**config.mk**
```make
export PLATFORM = sky130hd
export DESIGN_NAME = broken_clause_collector
export DESIGN_NICKNAME = d
export VERILOG_FILES = /design/src/rtl/broken_clause_collector_pkg.sv /design/src/rtl/broken_clause_collector_clause_fifo.sv /design/src/rtl/broken_clause_collector.sv
export SDC_FILE = /design/constraint.sdc
export NUM_CORES = 2
export LEC_CHECK = 0
export ABC_AREA = 1
export CAP_MARGIN = 20
export CORE_MARGIN = 2
export CORE_UTILIZATION = 50
export DETAILED_ROUTE_END_ITERATION = 7
export MAX_ROUTING_LAYER = met4
export PLACE_DENSITY = 0.74
export SLEW_MARGIN = 5
export SYNTH_ARGS = -nofsm -noshare
export SYNTH_HDL_FRONTEND = slang
export SYNTH_SLANG_ARGS = --single-unit
```
**constraint.sdc**
```tcl
create_clock -name clk -period 5.04 [get_ports clk]
set_input_delay 0.504 -clock clk [delete_from_list [all_inputs] [get_ports clk]]
set_output_delay 0.504 -clock clk [all_outputs]
set_load 0.02 [all_outputs]
```
**src/rtl/broken_clause_collector_pkg.sv**
```systemverilog
// Shared widths, defaults and FSM encoding for the broken-clause collector slice.
package broken_clause_collector_pkg;

    localparam int unsigned NSAT                     = 3;
    localparam int unsigned LITERAL_ADDRESS_WIDTH    = 11;
    localparam int unsigned MAX_CLAUSES_PER_VARIABLE = 20;
    localparam int unsigned SLOT_BITS                = 5;
    localparam int unsigned FIFO_DEPTH               = 16;
    localparam int unsigned FIFO_ADDR_BITS           = 4;

    localparam int unsigned LITERAL_WIDTH = LITERAL_ADDRESS_WIDTH + 1;
    localparam int unsigned CLAUSE_WIDTH  = NSAT * LITERAL_WIDTH;
    localparam int unsigned BUNDLE_WIDTH  = CLAUSE_WIDTH * MAX_CLAUSES_PER_VARIABLE;

    typedef enum logic [1:0] {
        IDLE = 2'd0,
        SCAN = 2'd1,
        DONE = 2'd2
    } collector_state_t;

endpackage

```
**src/rtl/broken_clause_collector_clause_fifo.sv**
```systemverilog
// Synchronous first-word-fall-through FIFO with occupancy count and flush.
module clause_fifo #(
    parameter int unsigned WIDTH = 36,
    parameter int unsigned DEPTH = 16
) (
    input  logic                       clk,
    input  logic                       reset,
    input  logic                       flush,
    input  logic                       push,
    input  logic [WIDTH-1:0]           push_data,
    input  logic                       ready,
    output logic [WIDTH-1:0]           data,
    output logic                       valid,
    output logic                       full,
    output logic [$clog2(DEPTH):0]     count
);

    localparam int unsigned ADDR_BITS = $clog2(DEPTH);

    logic [WIDTH-1:0]     mem [DEPTH];
    logic [ADDR_BITS-1:0] rd_ptr;
    logic [ADDR_BITS-1:0] wr_ptr;
    logic [WIDTH-1:0]     held;
    logic                 do_push;
    logic                 do_pop;

    assign valid   = (count != '0);
    assign full    = (count == (ADDR_BITS+1)'(DEPTH));
    assign do_push = push && !full && !flush;
    assign do_pop  = valid && ready && !flush;

    // When empty, keep presenting whatever the head showed last cycle.
    assign data = valid ? mem[rd_ptr] : held;

    always_ff @(posedge clk) begin
        if (do_push) begin
            mem[wr_ptr] <= push_data;
        end
    end

    always_ff @(posedge clk) begin
        if (reset) begin
            rd_ptr <= '0;
            wr_ptr <= '0;
            count  <= '0;
            held   <= '0;
        end else if (flush) begin
            rd_ptr <= '0;
            wr_ptr <= '0;
            count  <= '0;
            held   <= data;
        end else begin
            held <= data;
            if (do_push) begin
                wr_ptr <= wr_ptr + 1'b1;
            end
            if (do_pop) begin
                rd_ptr <= rd_ptr + 1'b1;
            end
            case ({do_push, do_pop})
                2'b10:   count <= count + 1'b1;
                2'b01:   count <= count - 1'b1;
                default: count <= count;
            endcase
        end
    end

endmodule

```
**src/rtl/broken_clause_collector.sv**
```systemverilog
// Compacts the broken, non-empty clauses of a captured bundle into a FIFO, one slot per cycle.
module broken_clause_collector
    import broken_clause_collector_pkg::*;
(
    input  logic                                clk,
    input  logic                                reset,
    input  logic                                load_i,
    input  logic [BUNDLE_WIDTH-1:0]             clause_multi_i,
    input  logic [MAX_CLAUSES_PER_VARIABLE-1:0] broken_mask_i,
    input  logic                                flush_i,
    output logic                                busy_o,
    output logic                                done_o,
    output logic [CLAUSE_WIDTH-1:0]             clause_o,
    output logic                                clause_valid_o,
    input  logic                                clause_ready_i,
    output logic [FIFO_ADDR_BITS:0]             fifo_count_o,
    output logic [15:0]                         stall_count_o
);

    collector_state_t                    state;
    collector_state_t                    state_next;
    logic [BUNDLE_WIDTH-1:0]             bundle_q;
    logic [MAX_CLAUSES_PER_VARIABLE-1:0] pending_q;
    logic [MAX_CLAUSES_PER_VARIABLE-1:0] pending_next;
    logic [MAX_CLAUSES_PER_VARIABLE-1:0] nonempty;
    logic [MAX_CLAUSES_PER_VARIABLE-1:0] lowest;
    logic [SLOT_BITS-1:0]                sel;
    logic [CLAUSE_WIDTH-1:0]             push_data;
    logic [15:0]                         stall_q;
    logic                                push;
    logic                                capture;
    logic                                stall_inc;
    logic                                fifo_full;

    always_comb begin
        nonempty = '0;
        for (int unsigned i = 0; i < MAX_CLAUSES_PER_VARIABLE; i++) begin
            nonempty[i] = |clause_multi_i[i*CLAUSE_WIDTH +: LITERAL_WIDTH];
        end
    end

    // Lowest pending slot wins; scanning downward leaves the smallest index in sel.
    always_comb begin
        sel = '0;
        for (int unsigned i = MAX_CLAUSES_PER_VARIABLE; i > 0; i--) begin
            if (pending_q[i-1]) begin
                sel = SLOT_BITS'(i - 1);
            end
        end
    end

    assign lowest    = pending_q & (~pending_q + 1'b1);
    assign push_data = bundle_q[sel*CLAUSE_WIDTH +: CLAUSE_WIDTH];

    always_comb begin
        state_next   = state;
        pending_next = pending_q;
        push         = 1'b0;
        capture      = 1'b0;
        stall_inc    = 1'b0;
        case (state)
            IDLE: begin
                if (load_i) begin
                    capture      = 1'b1;
                    pending_next = broken_mask_i & nonempty;
                    state_next   = SCAN;
                end
            end
            SCAN: begin
                if (pending_q == '0) begin
                    state_next = DONE;
                end else if (!fifo_full) begin
                    push         = 1'b1;
                    pending_next = pending_q & ~lowest;
                    if ((pending_q & ~lowest) == '0) begin
                        state_next = DONE;
                    end
                end else begin
                    stall_inc = 1'b1;
                end
            end
            DONE:    state_next = IDLE;
            default: state_next = IDLE;
        endcase
        if (flush_i) begin
            state_next   = IDLE;
            pending_next = '0;
            push         = 1'b0;
            capture      = 1'b0;
            stall_inc    = 1'b0;
        end
    end

    always_ff @(posedge clk) begin
        if (reset) begin
            state     <= IDLE;
            pending_q <= '0;
            bundle_q  <= '0;
            stall_q   <= '0;
        end else begin
            state     <= state_next;
            pending_q <= pending_next;
            if (capture) begin
                bundle_q <= clause_multi_i;
            end
            if (stall_inc && stall_q != 16'hFFFF) begin
                stall_q <= stall_q + 16'd1;
            end
        end
    end

    clause_fifo #(
        .WIDTH (CLAUSE_WIDTH),
        .DEPTH (FIFO_DEPTH)
    ) u_fifo (
        .clk       (clk),
        .reset     (reset),
        .flush     (flush_i),
        .push      (push),
        .push_data (push_data),
        .ready     (clause_ready_i),
        .data      (clause_o),
        .valid     (clause_valid_o),
        .full      (fifo_full),
        .count     (fifo_count_o)
    );

    assign busy_o        = (state != IDLE);
    assign done_o        = (state == DONE);
    assign stall_count_o = stall_q;

endmodule

```
== Word-level counts from Yosys, hierarchy flattened ==
Memories as Yosys holds them, arrays and structs flattened. A register that Yosys moved wholly into a read port is not among the register bits.
Index checks and enable logic that the tools add are counted.
Word-level totals
  logic and storage cells: 116
  register bits after elaboration: 807
  RAM bits: 576
  memories: 1
  input bits: 745
  output and inout port bits: 60
Memory list
  u_fifo.mem: depth 16, bits a word 36, rd ports 1, clocked after memory_dff 1, wr ports 1, RTL line broken_clause_collector_clause_fifo.sv:20  | logic [WIDTH-1:0] mem [DEPTH];
Cells by class
  shift operators: 1
  add/sub/neg operators: 6
  reduce and logical (&&, ||, !) cells: 37
  eq/ne operators: 11
  muxes and demuxes: 46
  bitwise logic cells: 5
  $mul: 1
Operators by type and width (number)
  indexed part select 720 x 12 -> 36 bit: 1
  OR reduction 12 bit: 20
  2-to-1 mux 5 bit: 20
  bitwise AND 20 bit: 3
  2-to-1 mux 20 bit: 3
  logical NOT 20 bit: 2
  inverter 20 bit: 2
  case mux 20 bit (2 select lines): 1
  2-to-1 mux 36 bit: 1
  adder 20 x 1 -> 20 bit, second input constant: 1
  adder 16 x 1 -> 16 bit, second input constant: 1
  inequality test 16 bit, second input constant: 1
  2-to-1 mux 1 bit: 13
  case mux 5 bit (2 select lines): 1
  multiplier 5 x 4 -> 9 bit, second input constant: 1
  adder 4 x 1 -> 4 bit, second input constant: 2
  2-to-1 mux 2 bit: 4
  2-to-1 mux 4 bit: 2
  inequality test 2 bit, second input constant: 3
  inequality test 3 bit, second input constant: 2
  nonzero test 2 bit: 3
  adder 5 x 1 -> 5 bit, second input constant: 1
  == test 5 bit, second input constant: 1
  logical AND 1 bit: 5
  10 further kinds: 13

== Logic depth before layout (Yosys ltp) ==
  depth in word-level cells: 22
  gate-level depth with buffers: 29
  gate-level depth less buffers: 27

== Hierarchy ==
A second synthesis with hierarchy kept.
Unflattened totals
  cell total of the unflattened synthesis: 6998
  area total of the unflattened synthesis: 60468.0 um2
By module, submodules not included
  broken_clause_collector: area each 35240.0 um2, cells an instance 5138, instances 1, seq. area each 15174.6 um2
  clause_fifo: area each 25227.9 um2, cells an instance 1860, instances 1, seq. area each 18357.6 um2

== Worst setup path after synthesis ==
OpenSTA, ideal clock, no wires.
  path type: flip-flop to flip-flop
  start point: register pending_q[4]
  end point: memory u_fifo.mem[11][0], enable pin
  slack: 1.504 ns
  data required time: 4.611 ns
  setup time: 0.429 ns
  buffers on the path: 0
  arrival time: 3.107 ns
  period minus slack after synthesis: 3.536 ns
  cell stages (with the launch flop): 11
  cell sequence: dfxtp_1 -> nor2_1 -> nand4_1 -> nor2_1 -> inv_1 -> nor2_1 -> nand2_1 -> nand2_1 -> nor3_1 -> nand3_1 -> nor2_1
On the way
  cells in the longest elaborated chain, start to end: 8
RTL lines
  start: declaration: RTL line broken_clause_collector.sv:23  | logic [MAX_CLAUSES_PER_VARIABLE-1:0] pending_q;
  start signal: assignment: RTL line broken_clause_collector.sv:102  | pending_q <= pending_next;
  logical NOT 20 bit: RTL line broken_clause_collector.sv:70  | if (pending_q == '0) begin
  2-to-1 mux 1 bit: RTL line broken_clause_collector.sv:70
  2-to-1 mux 1 bit: RTL line broken_clause_collector.sv:61  | case (state)
  2-to-1 mux 1 bit: RTL line broken_clause_collector.sv:85  | if (flush_i) begin
  logical AND 1 bit (2 in series): RTL line broken_clause_collector_clause_fifo.sv:29  | assign do_push = push && !full && !flush;
  2-to-1 mux 1 bit: RTL line broken_clause_collector_clause_fifo.sv:36  | if (do_push) begin
  2-to-1 mux 1 bit (not written as such): RTL line broken_clause_collector_clause_fifo.sv:37  | mem[wr_ptr] <= push_data;
  end: declaration: RTL line broken_clause_collector_clause_fifo.sv:20
Every way passes these cells.

==> impl_results.md <==
- Gr ovfl total: 0
- CP Data Arrival Time: between 3 and 4 ns
- Top Metal Used: met4
- Core Region: 118100 um^2
- Peak VDD IR: roughly 0.00038 V
- Dpl ws: between 1 and 1.5 ns
- Hold Path Class: input port to flip-flop
- CTS tree: built
- Die area: between 100000 and 150000 um^2
- CP Data Required Time: 4.54 ns
- Achievable Freq: roughly 230 MHz
- DP Area: slightly below 70000 um^2
- LEAKAGE: between 20 and 30 nW
- Htree depth: 4
- Max-capacitance violation count: 0
- Final Max Tran Viols: 0
- Die Y: 349.3 um
- Boundary pin count: roughly 800
- Pre-Repair DR Iteration Count: 7
- Syn nets: roughly 7800
- Detailed-route via count: approximately 56000
- Fin Clk Skew: 0.02983 ns
- Part of the Yosys area used for sequential elements: roughly 56%
- Synth cell types: 38
- Initial antenna violation count: 39
- Synthesis-stage register bit count: 1387
- Syn Inst Count: roughly 7000
- Initial core utilization: 50.47%
- First-pass GRT wire length: about 340000 um
- Hold-fix buffers at CTS: 0
- CP max FO: between 100 and 150
- Gr usage total: between 30% and 40%
- Final period utilization: 84.55%
- DR iter-0 viols: 8484
- Synth Flop Type: dfxtp_1
- Fin crit period: between 4 and 5 ns
- Share of layout cells above drive strength 1: 4.916%
- Crit path largest cell delay: roughly 0.65 ns
- Area growth syn-to-layout: 23.38%
- Sink Count: 1387
- Commonest non-fill, non-tap cell in the layout: o21ai_0
- Unrepaired setup endpoints after global routing: false
- Clk root buf: clkbuf_16
- Setup TNS: 0 ns
- Critical-path top delay cell: clkdlybuf4s50_1
- Largest net degree at the start of global routing: roughly 280
- Final wirelength: approximately 240000 um
- Post-CTS resize count: 0
- CP bufs+invs: 2
- Fin util: 62.28%
- CP dominant cell by count: o21ai_0
- Final Cell Area: 73540 um^2
- Asr flop ratio synth: 0%
- Setup CP Type: flip-flop to output pin
- Post-layout nets: 8290
- Final setup viols: 0
- Power density over cell area: 415.4 nW/um^2
- Vias per cell: 6.093
- Design Power: 30.54 mW
- Gpl congestion: 1.020
- Final hold vios: 0
- Worst Setup Slack, final: approximately 0.78 ns
- R2R setup slack: ~0.96 ns
- WL/cell: between 20 and 30 um
- # port buffers: roughly 800
- Clock transition at the registers of the reported paths: approximately 0.060 ns
- CTS buffer count: between 100 and 150
- Ys Warns: 0
- Die Width: around 350 um
- Largest delay share family, worst path: compound AO/OA/AOI/OAI gates
- Clk buf depth: 3
- Status: complete, no violations
- HPWL after detailed placement: about 170000 um
- Row count: between 100 and 150
- Critical path capture point type: output pin
- DRC violation count after routing: 0
- Slew HR: ~23%
- Vias in the first global route: approximately 51000
- Clock Latency Late Sink: around 0.76 ns
- Antenna Nets Post-Route: 0
- Number of synthesized flops with an enable pin: about 580
- Worst-Margin Slew: 1.153 ns
- Met2 wire len: between 100000 and 150000 um
- Post-CTS Setup Bufs: 0
- Met3 wire len: slightly above 30000 um
- Cell Area, Synth: slightly below 60000 um^2
- Post-synthesis area per instance: 8.486 um^2
- Worst path cell trace: buf_12, o21ai_0, o22ai_1, nor2_1, o31ai_1, nand2_1, o21ai_0, clkdlybuf4s50_1
- M1 WL: 90210 um
- Commonest cells after routing, fill and taps aside: o21ai_0 (1139), nor2_1 (1065), dfxtp_1 (807)
- CP startpoint kind: flip-flop
[tightest hold or removal path, cell delays in order]
cell    delay (ns)
buf_2         0.09
buf_4         0.29
nor2_1        0.16
[cells by family after synthesis]
logic type      after synthesis  synth area share, %
compound gates             1847                16.56
xor+xnor                      2              0.02940
fa+ha+maj                    11               0.2435
buf+inv                    1139                7.402
flops                      1387                56.26
simple gates               2637                19.50
[synth_stat cells, types with 4 or more instances]
| master | count | area, um^2 |
|---|---|---|
| a211oi_1 | 7 | 52.55 |
| a21oi_1 | 464 | 2322 |
| a311oi_1 | 4 | 35.03 |
| a31oi_1 | 14 | 87.58 |
| buf_1 | 27 | 101.4 |
| buf_2 | 49 | 245.2 |
| buf_4 | 17 | 127.6 |
| clkbuf_1 | 454 | 1704 |
| dfxtp_1 | 811 | 16240 |
| edfxtp_1 | 576 | 17300 |
| ha_1 | 10 | 125.1 |
| inv_1 | 576 | 2162 |
| inv_2 | 9 | 33.78 |
| nand2_1 | 565 | 2121 |
| nand3_1 | 755 | 3779 |
| nand3b_1 | 145 | 1089 |
| nand4_1 | 4 | 25.02 |
| nor2_1 | 1081 | 4058 |
| nor3_1 | 14 | 70.07 |
| nor4_1 | 63 | 394.1 |
| o211ai_1 | 6 | 45.04 |
| o21ai_0 | 1139 | 5700 |
| o21ai_1 | 13 | 65.06 |
| o221ai_1 | 114 | 998.5 |
| o22ai_1 | 66 | 412.9 |
| o31ai_1 | 17 | 127.6 |
[routing by layer]
metal	vias to the layer above	track usage, %
met3	644	9.884
met2	3839	56.91
li1	25080	-
met5	-	-
met4	0	20.92
met1	26610	50.36
[area by class of cell]
class                      count  area (um^2)
multi-input combinational   4497        21770
clock inverter                69        749.5
clock buffer                 191         3993
tap                         1536         1922
inverter                     588         2242
fill                        9848        44540
timing repair buffer         916         9231
sequential                  1387        33540
antenna                       35        87.58
[stage by stage]
step / cells / hold slack [ns]
floorplan: 7023 / 0.4297
global placement: 8923 / 0.4398
detailed placement: 8923 / 0.4438
CTS: 9183 / 0.3299
global route: 9219 / 0.3826
finish: 9219 / 0.3552
[final timing paths]
check | cells past startpoint | endpoint | startpoint
min | 3 | u_fifo.held[30]$_SDFF_PP0_ | reset
min reg2reg | 2 | bundle_q[492]$_SDFFE_PP0P_ | bundle_q[492]$_SDFFE_PP0P_
max | 8 | clause_o[12] | flip-flop
max reg2reg | 15 | u_fifo.mem[5][22]$_DFFE_PP_ | pending_q[16]$_SDFFE_PP0P_
[flip-flops by register name (all words and copies together) (netlist names), named ones only]
name and flops:
stall_count_o 16, state 2, u_fifo.held 36, bundle_q 720
u_fifo.mem 576, pending_q 20, u_fifo.count 5, u_fifo.wr_ptr 4
u_fifo.rd_ptr 4
[where the power goes]
group / switching (mW) / internal (mW)
registers: 0.196 / 12.9
logic: 4.74 / 1.86
clock network: 4.62 / 6.22
total: 9.56 / 21.0
Power figures use the tool's default switching activity.
